<file path="config.mk">
export PLATFORM = sky130hd
export DESIGN_NAME = asmd_shift_add_multiplier
export DESIGN_NICKNAME = d
export VERILOG_FILES = /design/src/rtl/asmd_shift_add_multiplier.sv
export SDC_FILE = /design/constraint.sdc
export NUM_CORES = 1
export LEC_CHECK = 0
export CAP_MARGIN = 20
export CORE_MARGIN = 5
export CORE_UTILIZATION = 50
export CTS_CLUSTER_SIZE = 40
export DETAILED_ROUTE_END_ITERATION = 8
export PLACE_DENSITY = 0.75
export RECOVER_POWER = 50
export SYNTH_ARGS = -nofsm -noshare
export SYNTH_HDL_FRONTEND = slang
export SYNTH_SLANG_ARGS = --single-unit
</file>
<file path="constraint.sdc">
create_clock -name clk -period 1.95 [get_ports clk]
set_input_delay 0.2925 -clock clk [delete_from_list [all_inputs] [get_ports clk]]
set_output_delay 0.2925 -clock clk [all_outputs]
set_load 0.005 [all_outputs]
</file>
<file path="src/rtl/asmd_shift_add_multiplier.sv">
// ---------------------------------------------------------------------------
// asmd_shift_add_multiplier
//
// Sequential unsigned shift-and-add multiplier organised as an ASMD block
// (a small datapath steered by a three-state controller). A start request
// captures both operands, then one multiplier bit is consumed per clock.
// After word_length iterations the full 2*word_length-bit product is
// published together with a ready flag.
//
// Ports:
//   clk      - rising-edge clock
//   reset    - asynchronous, active-low reset (clears every register)
//   start    - level request; accepted on a rising edge while IDLE or DONE
//   word0    - unsigned multiplicand, sampled only on the accepting edge
//   word1    - unsigned multiplier, sampled only on the accepting edge
//   product  - registered result, written only when a multiplication ends
//   ready    - registered flag, high while product holds a completed result
// ---------------------------------------------------------------------------
module asmd_shift_add_multiplier #(
    parameter int word_length = 4
) (
    input  logic                       clk,
    input  logic                       reset,
    input  logic                       start,
    input  logic [word_length-1:0]     word0,
    input  logic [word_length-1:0]     word1,
    output logic [2*word_length-1:0]   product,
    output logic                       ready
);

    localparam int PW = 2 * word_length;
    localparam int CW = $clog2(word_length + 1);

    typedef enum logic [1:0] {
        IDLE = 2'd0,
        BUSY = 2'd1,
        DONE = 2'd2
    } state_t;

    state_t                 state_q,   state_d;
    logic [PW-1:0]          mcand_q,   mcand_d;
    logic [word_length-1:0] mplier_q,  mplier_d;
    logic [PW-1:0]          acc_q,     acc_d;
    logic [CW-1:0]          count_q,   count_d;
    logic [PW-1:0]          product_q, product_d;
    logic                   ready_q,   ready_d;

    // Accumulator value after this iteration's conditional add; it is both
    // the next acc and, on the final iteration, the value published.
    logic [PW-1:0]          acc_sum;

    // State and datapath registers; everything clears on reset so no X can
    // ever reach the outputs.
    always_ff @(posedge clk or negedge reset) begin
        if (!reset) begin
            state_q   <= IDLE;
            mcand_q   <= '0;
            mplier_q  <= '0;
            acc_q     <= '0;
            count_q   <= '0;
            product_q <= '0;
            ready_q   <= 1'b0;
        end else begin
            state_q   <= state_d;
            mcand_q   <= mcand_d;
            mplier_q  <= mplier_d;
            acc_q     <= acc_d;
            count_q   <= count_d;
            product_q <= product_d;
            ready_q   <= ready_d;
        end
    end

    // Next-state and datapath control. Every register holds by default;
    // each state only overrides what it changes.
    always_comb begin
        state_d   = state_q;
        mcand_d   = mcand_q;
        mplier_d  = mplier_q;
        acc_d     = acc_q;
        count_d   = count_q;
        product_d = product_q;
        ready_d   = ready_q;
        acc_sum   = acc_q + (mplier_q[0] ? mcand_q : '0);

        unique case (state_q)
            IDLE, DONE: begin
                if (state_q == IDLE) begin
                    ready_d = 1'b0;
                end
                // A new request is accepted from either resting state;
                // product keeps the old result until the new one lands.
                if (start) begin
                    mcand_d  = {{word_length{1'b0}}, word0};
                    mplier_d = word1;
                    acc_d    = '0;
                    count_d  = '0;
                    ready_d  = 1'b0;
                    state_d  = BUSY;
                end
            end

            BUSY: begin
                acc_d    = acc_sum;
                mcand_d  = mcand_q << 1;
                mplier_d = mplier_q >> 1;
                count_d  = count_q + CW'(1);
                // The edge on which count reaches word_length is the last
                // iteration, so the sum including this add is final.
                if (count_q == CW'(word_length - 1)) begin
                    product_d = acc_sum;
                    ready_d   = 1'b1;
                    state_d   = DONE;
                end
            end

            default: begin
                state_d = IDLE;
            end
        endcase
    end

    assign product = product_q;
    assign ready   = ready_q;

endmodule

</file>
==> run summary, run 1 <==
critical path capture point type: register
Die Area: 4831 um^2
DR vias: 1425
sequential fraction of the synthesis area: 48.06%
Cell Area, Synth: 1770 um^2
Yosys top cell area share: 48.06%
gr usage total: 18.30%
DRT antenna net count: 0
routability-driven placement congestion ratio: 0.8909
top-count cell post-synth: dfrtp_1
Lkg Pwr: 1.034 nW
CP startpoint: mplier_q[0]
Placed Instances: 251
chip width: 69.51 um
Clk Latency, worst-skew pair: 0.35 ns
initial antenna violation count: 0
Area contributors post-synth: dfrtp_1, ha_1, o21ai_0
Starting Density: 52.23%
HP Start: product[3]
core area: 3390 um^2
dpl hpwl: 2917 um
min-delay worst type: reg -> reg
Final #Nets: 236
Hold WS: 0.4952 ns
Simple-Gate Fraction of Synth Area: 16.54%
Required @ worst endpoint: 2.19 ns
DP Area: 2185 um^2
Worst Path Max Fanout: 8
Area Growth Syn to Fin: 32.08%
Final WS setup: 0.04522 ns
multiplexer share of the synthesized area: 4.735%
setup violators final: 0
Multi-input gate area: 974.7 um^2
largest net degree at the start of global routing: 35
Die Ht: 69.51 um
xor/xnor share of the synthesized area: 2.827%
Worst slew margin: 43.94%
n_diodes: 0
status: completed
maximum VDD drop: 866.1 uV
Via density: 5.439
global-route wire length before repair: 6962 um
measured slew at the worst slew-check pin: 0.8410 ns
adder-cell area share of the yosys netlist: 7.491%
Max Freq: 525.0 MHz
utilization after layout: 68.99%
IO Pins: 20
FF-to-FF Start: mplier_q[0]
storage element area: 852.1 um^2
H-tree levels: 2
IO Port Bufs: 19
area leader, netlist: dfrtp_1
Pwr Density: 1715 nW/um^2
minimum clock period: 1.905 ns
number of global-route vias before repair: 1489
Clock Tree Buf Depth: 2
max_cap viols: 0
fin crit share: 97.68%
Synth Area in Compound Gates: 16.40%
total chip power: 4.011 mW
Rows: 21
clk sinks: 34
flops & latches, synth: 34
CTS tree: built
design area: 2338 um^2
Main synth FF type: dfrtp_1
Final Hold Vio Count: 0
filler instances: 258
Cells after Synth: 176
wire per inst: 15.07 um
setup tns final: 0 ns
Syn Area/Cell: 10.06 um^2
CTS Hold Buffers Added: 0
synth warn: 0
initial drt markers: 74
count of flip-flops with a built-in enable after synthesis: 0
layout cells sized above 1: 25.00%
post-place setup slack: -0.1237 ns
drt drc: 0
largest family of logic cells by synthesized area: simple AND/OR/NAND/NOR gates
Final Skew: 0.01151 ns
syn nets: 197
Setup CP Type: reg -> reg
final WL: 3949 um
drt pass-1 iters: 4
Slew Limit Fails: 0
clk slew on worst S/H paths: 0.11 ns
Inserted Clock Buffers: 5
global route overflow: 0
async set or reset register ratio after synthesis: 100.0%
CP startpoint kind: register
Distinct cells, synth: 35
Commonest cells post-synth: dfrtp_1, o21ai_0, nand2_1, ha_1, nor2_1
RSZ-0062 raised after global routing: true
Non-Filler Instances: 262
CP Data Arrival Time: 2.15 ns
clock root cell: clkbuf_4
[routing by layer]
metal	share of wire, %	wire, um	track usage [%]
met5	0	0	0
met4	2.2	85	8.894
met3	4.7	186	4.783
met2	49	1918	29.24
met1	45	1760	22.90
[placed cells by master (no fill, tap or decap), drive strengths merged, types with 2 or more instances in the layout]
cell type | Yosys | final
buf | 4 | 19
o22ai | 3 | 3
nand3 | 4 | 4
mux2 | 3 | 3
a211oi | 4 | 4
and2 | 6 | 6
o21ai | 21 | 21
inv | 7 | 7
clkdlybuf4s50 | 0 | 18
nand2b | 6 | 6
nand2 | 18 | 18
clkbuf | 4 | 10
nor2b | 6 | 6
dfrtp | 34 | 34
or4 | 2 | 2
xor2 | 2 | 2
ha | 9 | 9
nor2 | 9 | 9
a22o | 8 | 8
nor3 | 5 | 5
a21oi | 7 | 7
mux2i | 5 | 5
[flip-flops by register name (all words and copies together), names as in the netlist]
name / cells
state_q: 2
acc_q: 8
ready: 1
product: 8
mplier_q: 4
count_q: 3
mcand_q: 8
[kinds of logic after synthesis]
group / count (synthesis)
buf+inv: 15
mux: 8
simple gates: 58
xor+xnor: 4
flops: 34
compound gates: 47
fa+ha+maj: 10
[report_power, final]
part / leakage (nW) / internal [mW] / total (mW) / switching (mW)
combinational: 0.562 / 1.19 / 2.22 / 1.03
sequential: 0.427 / 1.03 / 1.31 / 0.278
clock: 0.0446 / 0.246 / 0.484 / 0.238
total: 1.03 / 2.46 / 4.01 / 1.55
[worst paths after layout]
path | end | slack [ns] | cells after the start
hold reg to reg | product[3] | 0.50 | 2
min in group asynchronous | product[5] | 0.56 | 2
max in group asynchronous | mplier_q[0] | 0.80 | 2
hold / removal | product[3] | 0.50 | 2
setup reg to reg | product[7] | 0.05 | 7
setup / recovery | product[7] | 0.05 | 7
[final cells by class]
type / instances / share of cell area (%)
Clock buffer: 8 / 3.371
Multi-Input combinational cell: 127 / 41.68
Tap cell: 46 / 2.461
Timing Repair Buffer: 40 / 14.93
Inverter: 7 / 1.124
Sequential cell: 34 / 36.44
[worst max-delay path, stage by stage (launching register included)]
cell and delay (ns):
dfrtp_2 0.46, and2_4 0.16, ha_4 0.17, a211oi_4 0.24, o211ai_1 0.13, nand2_1 0.12, xor3_1 0.24, mux2_2 0.27
[what timing repair did]
| action | CTS | global route |
|---|---|---|
| gates resized for setup | 4 | 11 |
| endpoints found under the setup margin | 6 | 8 |
| setup buffers | 2 | 1 |
| hold endpoints to repair | 0 | 0 |
| pin swaps | 6 | 6 |
Note: power is estimated with default switching activity, not from simulation.
==> run 2: changes to the inputs <==
Settings changed: SLEW_MARGIN from default to 10.
==> results of run 2 <==
Same layout as run 1: the final DEF is identical, and so are final timing and power.
==> run 3: changes to the inputs <==
Settings changed: CORE_UTILIZATION 50 to 40, PLACE_DENSITY 0.75 to default.
==> run 3 against run 2 <==
  * The run now ends with negative setup slack left
  * Clock skew shrank 0.0037 ns
  * Routed wire length grew 2.2%
  * Global-route usage fell by 3.3 points
  * Clock power grew 12%
  * Sequential power decreased by 3%
  * Final cell count up 4.2%
  * Die area grew 21%
  * Fmax decreased by 4.3%
  * Non-clock buffer count increased by 5
  * Clock-buffer cell count decreased by 2
  * Worst hold slack worse by 0.015 ns
  * Design area is 3.0% higher
  * Critical endpoint is now acc_q[6]
  * Highest routed layer unchanged
==> run summary, run 3 (same netlist as run 1, synthesis figures left out) <==
Die Area: 5857 um^2 (was 4831 um^2)
Lkg Pwr: 1.080 nW (was 1.034 nW)
Required @ worst endpoint: 2.18 ns (was 2.19 ns)
post-place setup slack: -0.1328 ns (was -0.1237 ns)
DRT antenna net count: 0 (unchanged)
Pwr Density: 1708 nW/um^2 (was 1715 nW/um^2)
most frequent cells in the layout: dfrtp_1, buf_4, clkdlybuf4s50_1 (was dfrtp_1, clkdlybuf4s50_1, buf_4)
IO Pins: 20 (unchanged)
minimum clock period: 1.990 ns (was 1.905 ns)
measured slew at the worst slew-check pin: 0.8319 ns (was 0.8410 ns)
drt pass-1 iters: 4 (unchanged)
max_cap viols: 0 (unchanged)
initial drt markers: 55 (was 74)
layout cells sized above 1: 26.70% (was 25.00%)
DP Area: 2215 um^2 (was 2185 um^2)
gr usage total: 14.98% (was 18.30%)
Via density: 5.216 (was 5.439)
Clk Latency, worst-skew pair: 0.29 ns (was 0.35 ns)
Int Pwr: 2.555 mW (was 2.460 mW)
clock root cell: clkbuf_8 (was clkbuf_4)
largest net degree at the start of global routing: 35 (unchanged)
number of global-route vias before repair: 1446 (was 1489)
IO Port Bufs: 19 (unchanged)
Clock Tree Buf Depth: 2 (unchanged)
CP Data Arrival Time: 2.22 ns (was 2.15 ns)
dpl hpwl: 3009 um (was 2917 um)
CP startpoint kind: register (unchanged)
CTS tree: built (unchanged)
failing checks: negative setup slack
initial antenna violation count: 0 (unchanged)
Hold WS: 0.4801 ns (was 0.4952 ns)
wire per inst: 14.78 um (was 15.07 um)
final WL: 4034 um (was 3949 um)
design area: 2409 um^2 (was 2338 um^2)
Sw Share: 37.89% (was 38.66%)
filler instances: 393 (was 258)
Worst slew margin: 44.54% (was 43.94%)
fin crit share: 102.0% (was 97.68%)
Final #Nets: 241 (was 236)
Setup CP Type: reg -> reg (unchanged)
Clk pwr share: 13.2% (was 12.1%)
clk slew on worst S/H paths: 0.07 ns (was 0.11 ns)
n_diodes: 0 (unchanged)
Area Growth Syn to Fin: 36.04% (was 32.08%)
RSZ-0062 raised after global routing: true (unchanged)
maximum VDD drop: 676.1 uV (was 866.1 uV)
Final Hold Vio Count: 0 (unchanged)
Max Freq: 502.6 MHz (was 525.0 MHz)
commonest non-fill, non-tap cell in the layout: dfrtp_1 (unchanged)
Die Ht: 76.53 um (was 69.51 um)
DR vias: 1424 (was 1425)
global route overflow: 0 (unchanged)
critical path capture point type: register (unchanged)
Sw Pwr: 1.559 mW (was 1.550 mW)
clk sinks: 34 (unchanged)
Placed Instances: 260 (was 251)
drt drc: 0 (unchanged)
Starting Density: 40.94% (was 52.23%)
Rows: 24 (was 21)
H-tree levels: 2 (unchanged)
setup tns final: -0.06118 ns (was 0 ns)
Slew Limit Fails: 0 (unchanged)
global-route wire length before repair: 7093 um (was 6962 um)
routability-driven placement congestion ratio: 0.8842 (was 0.8909)
Non-Filler Instances: 273 (was 262)
sequential share of power: 30.9% (was 32.6%)
Final Skew: 0.007779 ns (was 0.01151 ns)
min-delay worst type: reg -> reg (unchanged)
Worst Path Max Fanout: 5 (was 8)
Final WS setup: -0.03985 ns (was 0.04522 ns)
core area: 4324 um^2 (was 3390 um^2)
chip width: 76.53 um (was 69.51 um)
Inserted Clock Buffers: 5 (unchanged)
Gate power share: 55.9% (was 55.4%)
setup violators final: 3 (was 0)
status: finished with violations (was completed)
==> run 3: changes by cell type in the layout (fill, tap and decap cells not counted), sizes merged <==
cell,change
buf,+6
clkbuf,-3
clkinv,+1
clkinvlp,+1
==> run 3: layout make-up <==
type / count / area [um^2] / share of cell area, %
Clock buffer: 6 / 82.58 / 3.429
Clock inverter: 2 / 12.51 / 0.5195
Inverter: 7 / 26.28 / 1.091
Multi-Input combinational cell: 127 / 970.9 / 40.31
Sequential cell: 34 / 852.1 / 35.38
Tap cell: 52 / 65.06 / 2.701
Timing Repair Buffer: 45 / 399.1 / 16.57
==> run 3: final timing paths <==
kind	startpoint	slack (ns)	cells after the start	to
max in group asynchronous	reset	0.75	2	mplier_q[0]
min in group asynchronous	reset	0.63	2	count_q[1]
worst max-delay path	mplier_q[0]	-0.04	10	acc_q[6]
worst max register to register	mplier_q[0]	-0.04	10	acc_q[6]
worst min register to register	product[3]	0.48	2	product[3]
worst min-delay path	product[3]	0.48	2	product[3]
==> run 3: repair_timing <==
item / CTS / global route
endpoints found under the setup margin: 5 / 8
buffers inserted: 3 / 3
endpoints found under the hold margin: 0 / 0
hold buffers: 0 / 0
gates resized for setup: 9 / 3
pin swaps: 6 / 5
==> run 3: routing by layer <==
layer / GRT usage [%] / routed length [um]
met3: 4.019 / 147
met5: 0 / 0
met1: 21.69 / 1907
met4: 5.070 / 34
met2: 21.49 / 1945
==> run 3: per-stage QoR <==
stage / power, mW / util [%]
finish: 4.114 / 55.70
global route: 4.505 / 55.70
CTS: 4.109 / 55.06
detailed placement: 3.399 / 51.22
global placement: 3.333 / 51.22
floorplan: 2.629 / -
==> run 3: critical path, stage by stage (launching register included) <==
cell     delay (ns)
dfrtp_2        0.43
buf_6          0.13
and2_4         0.13
ha_4           0.16
inv_2          0.05
fa_2           0.20
nor2b_2        0.05
o21ai_2        0.16
a21oi_2        0.10
or4_1          0.43
nand3_1        0.09
==> run 3: power by group through the flow <==
stage / clock [mW] / sequential (mW) / combinational [mW]
floorplan: 0 / 1.21 / 1.42
global placement: 0 / 1.28 / 2.06
detailed placement: 0 / 1.29 / 2.11
CTS: 0.554 / 1.28 / 2.28
global route: 0.593 / 1.32 / 2.59
finish: 0.542 / 1.27 / 2.30
